## src/rtl/control_unit.sv

```systemverilog
// control_unit: multi-cycle sequencer for core0.
// Fetches via AR/IR, decodes opcodes, drives datapath strobes.
module control_unit #(
  parameter int OPW  = 8,
  parameter int SELW = 5
) (
  input  logic            clock,
  input  logic            RST,
  input  logic            start,
  input  logic [OPW-1:0]  ir,
  input  logic            z,
  output logic [SELW-1:0] bus_sel,
  output logic [9:0]      ld,
  output logic [4:0]      inc,
  output logic [6:0]      rst,
  output logic [2:0]      alu_op,
  output logic            write_en,
  output logic            done
);

  typedef enum logic [3:0] {
    S_IDLE, S_CLR, S_F1, S_F2, S_F3,
    S_EX, S_EX2, S_J2, S_J3, S_HALT
  } state_t;

  localparam logic [SELW-1:0] B_DM = SELW'(1);
  localparam logic [SELW-1:0] B_IM = SELW'(2);
  localparam logic [SELW-1:0] B_PC = SELW'(4);
  localparam logic [SELW-1:0] B_R  = SELW'(6);
  localparam logic [SELW-1:0] B_AC = SELW'(7);

  localparam int L_AC  = 0;
  localparam int L_AR  = 1;
  localparam int L_DAR = 2;
  localparam int L_IR  = 3;
  localparam int L_PC  = 4;
  localparam int L_TAC = 5;
  localparam int L_R   = 6;
  localparam int L_CI  = 7;
  localparam int L_CJ  = 8;
  localparam int L_CK  = 9;

  localparam int I_DAR = 0;
  localparam int I_PC  = 1;
  localparam int I_SI  = 2;
  localparam int I_SJ  = 3;
  localparam int I_SK  = 4;

  localparam int R_AC  = 0;
  localparam int R_DAR = 1;
  localparam int R_TAC = 3;
  localparam int R_SI  = 4;
  localparam int R_SJ  = 5;
  localparam int R_SK  = 6;

  localparam logic [2:0] A_PASS = 3'd0;
  localparam logic [2:0] A_INC  = 3'd4;

  state_t     state_q, state_d;
  logic [3:0] hi, lo;
  logic       taken;

  assign hi = ir[OPW-1 -: 4];
  assign lo = ir[3:0];

  // Branch condition from low opcode bits and the AC zero flag
  always_comb begin
    taken = 1'b0;
    unique case (lo)
      4'h0:    taken = 1'b1;
      4'h1:    taken = ~z;
      4'h2:    taken = z;
      default: taken = 1'b0;
    endcase
  end

  // State register; reset aborts any instruction in flight
  always_ff @(posedge clock) begin
    if (RST) state_q <= S_IDLE;
    else     state_q <= state_d;
  end

  // Next state and per-state strobe decode
  always_comb begin
    state_d  = state_q;
    bus_sel  = '0;
    ld       = '0;
    inc      = '0;
    rst      = '0;
    alu_op   = A_PASS;
    write_en = 1'b0;
    done     = 1'b0;
    unique case (state_q)
      S_IDLE: if (start) state_d = S_CLR;
      S_CLR: begin
        rst     = '1;
        state_d = S_F1;
      end
      S_F1: begin
        bus_sel   = B_PC;
        ld[L_AR]  = 1'b1;
        state_d   = S_F2;
      end
      S_F2: state_d = S_F3;
      S_F3: begin
        bus_sel   = B_IM;
        ld[L_IR]  = 1'b1;
        inc[I_PC] = 1'b1;
        state_d   = S_EX;
      end
      S_EX: begin
        state_d = S_F1;
        unique case (1'b1)
          (hi == 4'h0 && lo == 4'h1): state_d = S_EX2;
          (hi == 4'h0 && lo == 4'h2): begin
            bus_sel  = B_AC;
            write_en = 1'b1;
          end
          (hi == 4'h1 && lo <= 4'h5): begin
            bus_sel = B_AC;
            unique case (lo)
              4'h0:    ld[L_TAC] = 1'b1;
              4'h1:    ld[L_R]   = 1'b1;
              4'h2:    ld[L_CI]  = 1'b1;
              4'h3:    ld[L_CJ]  = 1'b1;
              4'h4:    ld[L_CK]  = 1'b1;
              default: ld[L_DAR] = 1'b1;
            endcase
          end
          (hi == 4'h2 && lo <= 4'hB): begin
            bus_sel  = SELW'(lo) + SELW'(5);
            ld[L_AC] = 1'b1;
          end
          (hi == 4'h3 && lo <= 4'h2): begin
            bus_sel  = B_R;
            alu_op   = lo[2:0] + 3'd1;
            ld[L_AC] = 1'b1;
          end
          (hi == 4'h4 && lo <= 4'h4): begin
            unique case (lo)
              4'h0: inc[I_SI]  = 1'b1;
              4'h1: inc[I_SJ]  = 1'b1;
              4'h2: inc[I_SK]  = 1'b1;
              4'h3: inc[I_DAR] = 1'b1;
              default: begin
                alu_op   = A_INC;
                ld[L_AC] = 1'b1;
              end
            endcase
          end
          (hi == 4'h5 && lo <= 4'h5): begin
            unique case (lo)
              4'h0:    rst[R_SI]  = 1'b1;
              4'h1:    rst[R_SJ]  = 1'b1;
              4'h2:    rst[R_SK]  = 1'b1;
              4'h3:    rst[R_DAR] = 1'b1;
              4'h4:    rst[R_AC]  = 1'b1;
              default: rst[R_TAC] = 1'b1;
            endcase
          end
          (hi == 4'h6 && lo <= 4'h2): begin
            bus_sel  = B_PC;
            ld[L_AR] = 1'b1;
            state_d  = S_J2;
          end
          (hi == 4'hF && lo == 4'hF): state_d = S_HALT;
          default: ;
        endcase
      end
      S_EX2: begin
        bus_sel  = B_DM;
        alu_op   = A_PASS;
        ld[L_AC] = 1'b1;
        state_d  = S_F1;
      end
      S_J2: state_d = S_J3;
      S_J3: begin
        if (taken) begin
          bus_sel  = B_IM;
          ld[L_PC] = 1'b1;
        end else begin
          inc[I_PC] = 1'b1;
        end
        state_d = S_F1;
      end
      S_HALT: begin
        done = 1'b1;
        if (start) state_d = S_CLR;
      end
      default: state_d = S_IDLE;
    endcase
  end

endmodule

```

## config.mk

```make
export PLATFORM = sky130hd
export DESIGN_NAME = control_unit
export DESIGN_NICKNAME = d
export VERILOG_FILES = /design/src/rtl/control_unit.sv
export SDC_FILE = /design/constraint.sdc
export NUM_CORES = 1
export LEC_CHECK = 0
export CORE_MARGIN = 2
export CORE_UTILIZATION = 37
export DETAILED_ROUTE_END_ITERATION = 12
export PLACE_DENSITY_LB_ADDON = 0.3
export SETUP_SLACK_MARGIN = 0.4
export SLEW_MARGIN = 15
export SYNTH_ARGS = -nofsm -noshare
export SYNTH_HDL_FRONTEND = slang
export SYNTH_SLANG_ARGS = --single-unit
```

## constraint.sdc

```tcl
create_clock -name clock -period 1.4 [get_ports clock]
set_input_delay 0.14 -clock clock [delete_from_list [all_inputs] [get_ports clock]]
set_output_delay 0.14 -clock clock [all_outputs]
set_load 0.05 [all_outputs]
```

==> results by group, run 1 <==
Floorplan
  – Starting density of the core: 38.3%
  – Row count: 18
  – IO Pins: 44
  – Die width: 54.2 um
  – Height of the die: 54.2 um

Status
  – Error msg: [ERROR DPL-0038] Utilization greater than 100%, impossible to legalize
  – Halt Stage: detailed placement
  – Status: stopped before the end

Place
  – IO buf count: 43
  – Gpl congestion: 0.999

Logic synthesis
  – Yosys cell types: 46
  – Post-synth EDFFs: 0
  – Primary FF master, synth: dfxtp_1
  – Synth Warn #: 0
  – Asr flop ratio synth: 0%
  – Sequential fraction of the synthesis area: 8.59%
  – Synth Register Bits: 4
  – Cells after Synth: 141
  – Post-synthesis cell area: 932 um^2
  – Avg Cell Area, Syn: 6.61 um^2
  – Syn Nets: 157
[cells by family after synthesis]
kind of cell / synth area share, %
buffers and inverters: 7.38
AND/OR/NAND/NOR: 48.7
AO/OA/AOI/OAI: 28.1
flip-flops: 8.59
adder cells (fa/ha/maj): 5.37
XOR/XNOR: 1.88
[through the flow]
step                    instances  setup slack (ns)  setup TNS, ns  hold WS [ns]  cell area, um^2
after floorplan               141            -0.403          -6.67         0.199             1430
after global placement        263            -0.864         -23.66         0.678             2530
[cells in the mapped netlist (all sizes together), types with 2 or more instances]
| cell type | number | area, um^2 |
|---|---|---|
| nand3b | 2 | 27.5 |
| clkbuf | 5 | 18.8 |
| nor2b | 3 | 18.8 |
| inv | 6 | 22.5 |
| nor3 | 7 | 35.0 |
| or3b | 3 | 26.3 |
| buf | 5 | 27.5 |
| nand2b | 5 | 33.8 |
| and3 | 5 | 31.3 |
| ha | 4 | 50.1 |
| dfxtp | 4 | 80.1 |
| o311ai | 2 | 17.5 |
| a21oi | 10 | 50.1 |
| a211oi | 5 | 42.5 |
| nor4 | 4 | 25.0 |
| nand2 | 9 | 33.8 |
| o21ai | 6 | 30.0 |
| a21o | 2 | 15.0 |
| nor2 | 23 | 86.3 |
| o31ai | 2 | 15.0 |
| or2 | 2 | 12.5 |
| nand3 | 7 | 35.0 |
| o21bai | 2 | 15.0 |
| a311o | 2 | 20.0 |
==> run 2, diff against run 1 <==
- CORE_AREA: default -> 2 2 63 65
- CORE_MARGIN: 2 -> default
- CORE_UTILIZATION: 37 -> default
- DIE_AREA: default -> 0 0 65 67
- PLACE_DENSITY_LB_ADDON: 0.3 -> 0.15
- SETUP_SLACK_MARGIN: 0.4 -> default
- clock period: 1.4 -> 1.8 ns (I/O delays scaled with it)
==> results by group, run 2 <==
Status
  – Status: finished, violations left
  – Failing checks: negative setup slack

Layout
  – Most frequent cells in the layout: 54 x buf_4, 26 x buf_12, 13 x nor2_1
  – Regs by FF count: state_q: 4 flops
  – Nets@finish: 254
  – Fill count: 252
  – # diodes: 0
  – Multi-input logic area: 0.00117 mm^2
  – Final instance area: about 0.0026 mm^2
  – Most common cell after layout, fill and taps aside: buf_4
  – Layout area overhead: 174%
  – Max reg flops: 4
  – Biggest register: state_q
  – Layout cells sized above 1: 65.7%
  – Seq. cell area: about 85 um^2

Logic synthesis
  – Primary FF master, synth: dfxtp_1
  – Sequential fraction of the synthesis area: 8.59%
  – Synth top area share: 9.26%
  – Post-synth EDFFs: 0
  – Synth Warn #: 0
  – Yosys top cell by area: nor2_1
  – Cells after Synth: approximately 140
  – Yosys cell types: 46
  – Synth Register Bits: 4
  – Most frequent cell after synthesis: nor2_1
  – Syn Nets: 157
  – Ranking of synthesized cells by area: nor2_1 9.3%, dfxtp_1 8.6%, a21oi_1 5.4%
  – Asr flop ratio synth: 0%
  – Top post-synthesis cells by count: 23 x nor2_1, 10 x a21oi_1, 9 x nand2_1, 7 x nand3_1, 7 x nor3_1
  – Post-synthesis cell area: 932 um^2
  – Avg Cell Area, Syn: 6.61 um^2

STA
  – Slew headroom: 74.2%
  – Worst Max-Slew Pin Slew: 0.386 ns
  – Unrepaired setup endpoints after global routing: true
  – Setup violators final: 13
  – Setup TNS: -0.924 ns
  – Setup WS post-layout: -0.109 ns
  – Period utilisation layout: 106%
  – Skew final: 0.00471 ns
  – Slew Limit Fails: 0
  – Post-layout minimum cycle time: 1.91 ns
  – Hold violation count in the final report: 0
  – Max Clk Rate: 524 MHz

GRT
  – First-pass GRT wire length: around 6.9 mm
  – Pin count of the biggest net entering global routing: 17
  – GRT Resource Usage Total: 20.1%
  – Initial antenna violation count: 0
  – GRT overflow: 0
  – Vias in the first global route: roughly 1400

CTS
  – Htree depth: 1
  – Clk buf depth: 2
  – Total CTS buffers: 3
  – CTS sink count: 4
  – Worst-path clk slew: 0.03 ns
  – Clk_lat worst skew: 0.22 ns
  – CTS tree: built
  – Clock root cell: clkbuf_8

Power and ir drop
  – Combinational power share: 74.4%
  – Int Pwr: around 0.67 mW
  – Peak supply drop: 436 uV
  – Clock share of power: 16.0%
  – LEAKAGE: 1.05 nW
  – Sw frac: between 40% and 50%
  – Switching power total: 0.537 mW
  – Pwr dens: 472 mW/mm^2
  – Seq pwr share: a little under a tenth
  – Overall Power: 1.20 mW

Floorplan
  – Starting density of the core: 25.9%
  – Core region area: 0.00361 mm^2
  – Height of the die: 67 um
  – IO Pins: 44
  – Die Footprint: 0.00436 mm^2
  – Row count: 22
  – Die width: between 60 and 70 um

Critical path
  – R2R Setup Slk: 0.18 ns
  – Arrival time at the worst endpoint: about 1.7 ns
  – Critical Path RT: 1.62 ns
  – CP endpoint kind: output port
  – Crit. Startpoint: ir[1]
  – Reg2Reg Depth: 5
  – Worst setup SP type: primary input
  – Setup CP Type: in2out
  – Reg2reg start: state_q[3]
  – CP max FO: 4
  – R2R Path End: state_q[0]

Detailed routing
  – DRC: 0
  – Avg Vias per Cell: 5.10
  – Met1 wire length: around 1.8 mm
  – Via count: 1449
  – Met2 Wirelength: 2.27 mm
  – Antenna-violating nets left: 0
  – Met3 WL: 193 um
  – Iter 0 DRT Violations: around 60
  – Drt first pass iters: 4
  – Routed WL per cell: 14.9 um
  – Final wirelength: 4.25 mm
  – Top layer in use: met4

Worst hold path
  – Hold_sp: state_q[3]
  – Min-delay worst type: reg2reg
  – Hold Path Cell Cnt: 2
  – Worst Hold Path EP: state_q[3]

Place
  – IO buf count: 43
  – Placed inst area: 0.00227 mm^2
  – Hpwl dp: between 3 and 4 mm
  – Gpl congestion: 0.895
  – Place WS: -0.597 ns

Run
  – Max Cap Violations: 0
-- run 2: cell counts after synthesis --
Identical to the previous run, type by type.
-- run 2: worst max path at each step --
stage	slack (ns)	to
finish	-0.11	inc[4]
global route	-0.18	inc[3]
CTS	-0.17	ld[0]
detailed placement	-0.60	inc[0]
global placement	-0.57	alu_op[2]
floorplan	-0.23	bus_sel[3]
-- run 2: cell type report --
cell class / instances / area share, %
multi-input combinational: 121 / 45.8
timing repair buffer: 102 / 45.1
sequential: 4 / 3.33
tap: 48 / 2.35
inverter: 6 / 1.81
clock buffer: 3 / 1.62
-- run 2: cells by family after synthesis --
kind of cell	synth area share (%)
AND/OR/NAND/NOR	48.7
AO/OA/AOI/OAI	28.1
buffers and inverters	7.38
adder cells (fa/ha/maj)	5.37
flip-flops	8.59
XOR/XNOR	1.88
-- run 2: timing repair --
action	CTS	global route
setup buffers	4	7
hold buffers	0	0
setup endpoints to repair	32	27
pin swaps	22	15
resized for setup	59	17
-- run 2: metrics by stage --
step	instances	util (%)	hold slack [ns]
finish	284	70.7	0.552
global route	284	70.7	0.573
CTS	278	68.4	0.535
detailed placement	273	63.0	0.530
global placement	273	63.0	0.517
floorplan	141	-	0.252
-- run 2: worst max-delay path, cell delays in order --
cell and delay (ns):
buf_12 0.11, inv_16 0.05, ha_4 0.12, and2b_1 0.18
or4b_4 0.54, buf_8 0.16, buf_4 0.13, nor2_4 0.10
buf_12 0.14
-- run 2: power by group through the flow --
stage | Combinational, mW | Sequential, mW | Clock, mW
final | 0.896 | 0.116 | 0.192
after global routing | 0.941 | 0.117 | 0.201
after CTS | 0.854 | 0.114 | 0.197
after detailed placement | 0.811 | 0.110 | 0
after global placement | 0.797 | 0.108 | 0
after floorplan | 0.442 | 0.109 | 0
-- run 2: per-layer routing --
| layer | vias up | track usage, % |
|---|---|---|
| li1 | 718 | - |
| met1 | 674 | 23.3 |
| met2 | 55 | 38.9 |
| met3 | 2 | 2.03 |
| met4 | 0 | 5.32 |
| met5 | - | 0 |
Note: power is estimated with default switching activity, not from simulation.
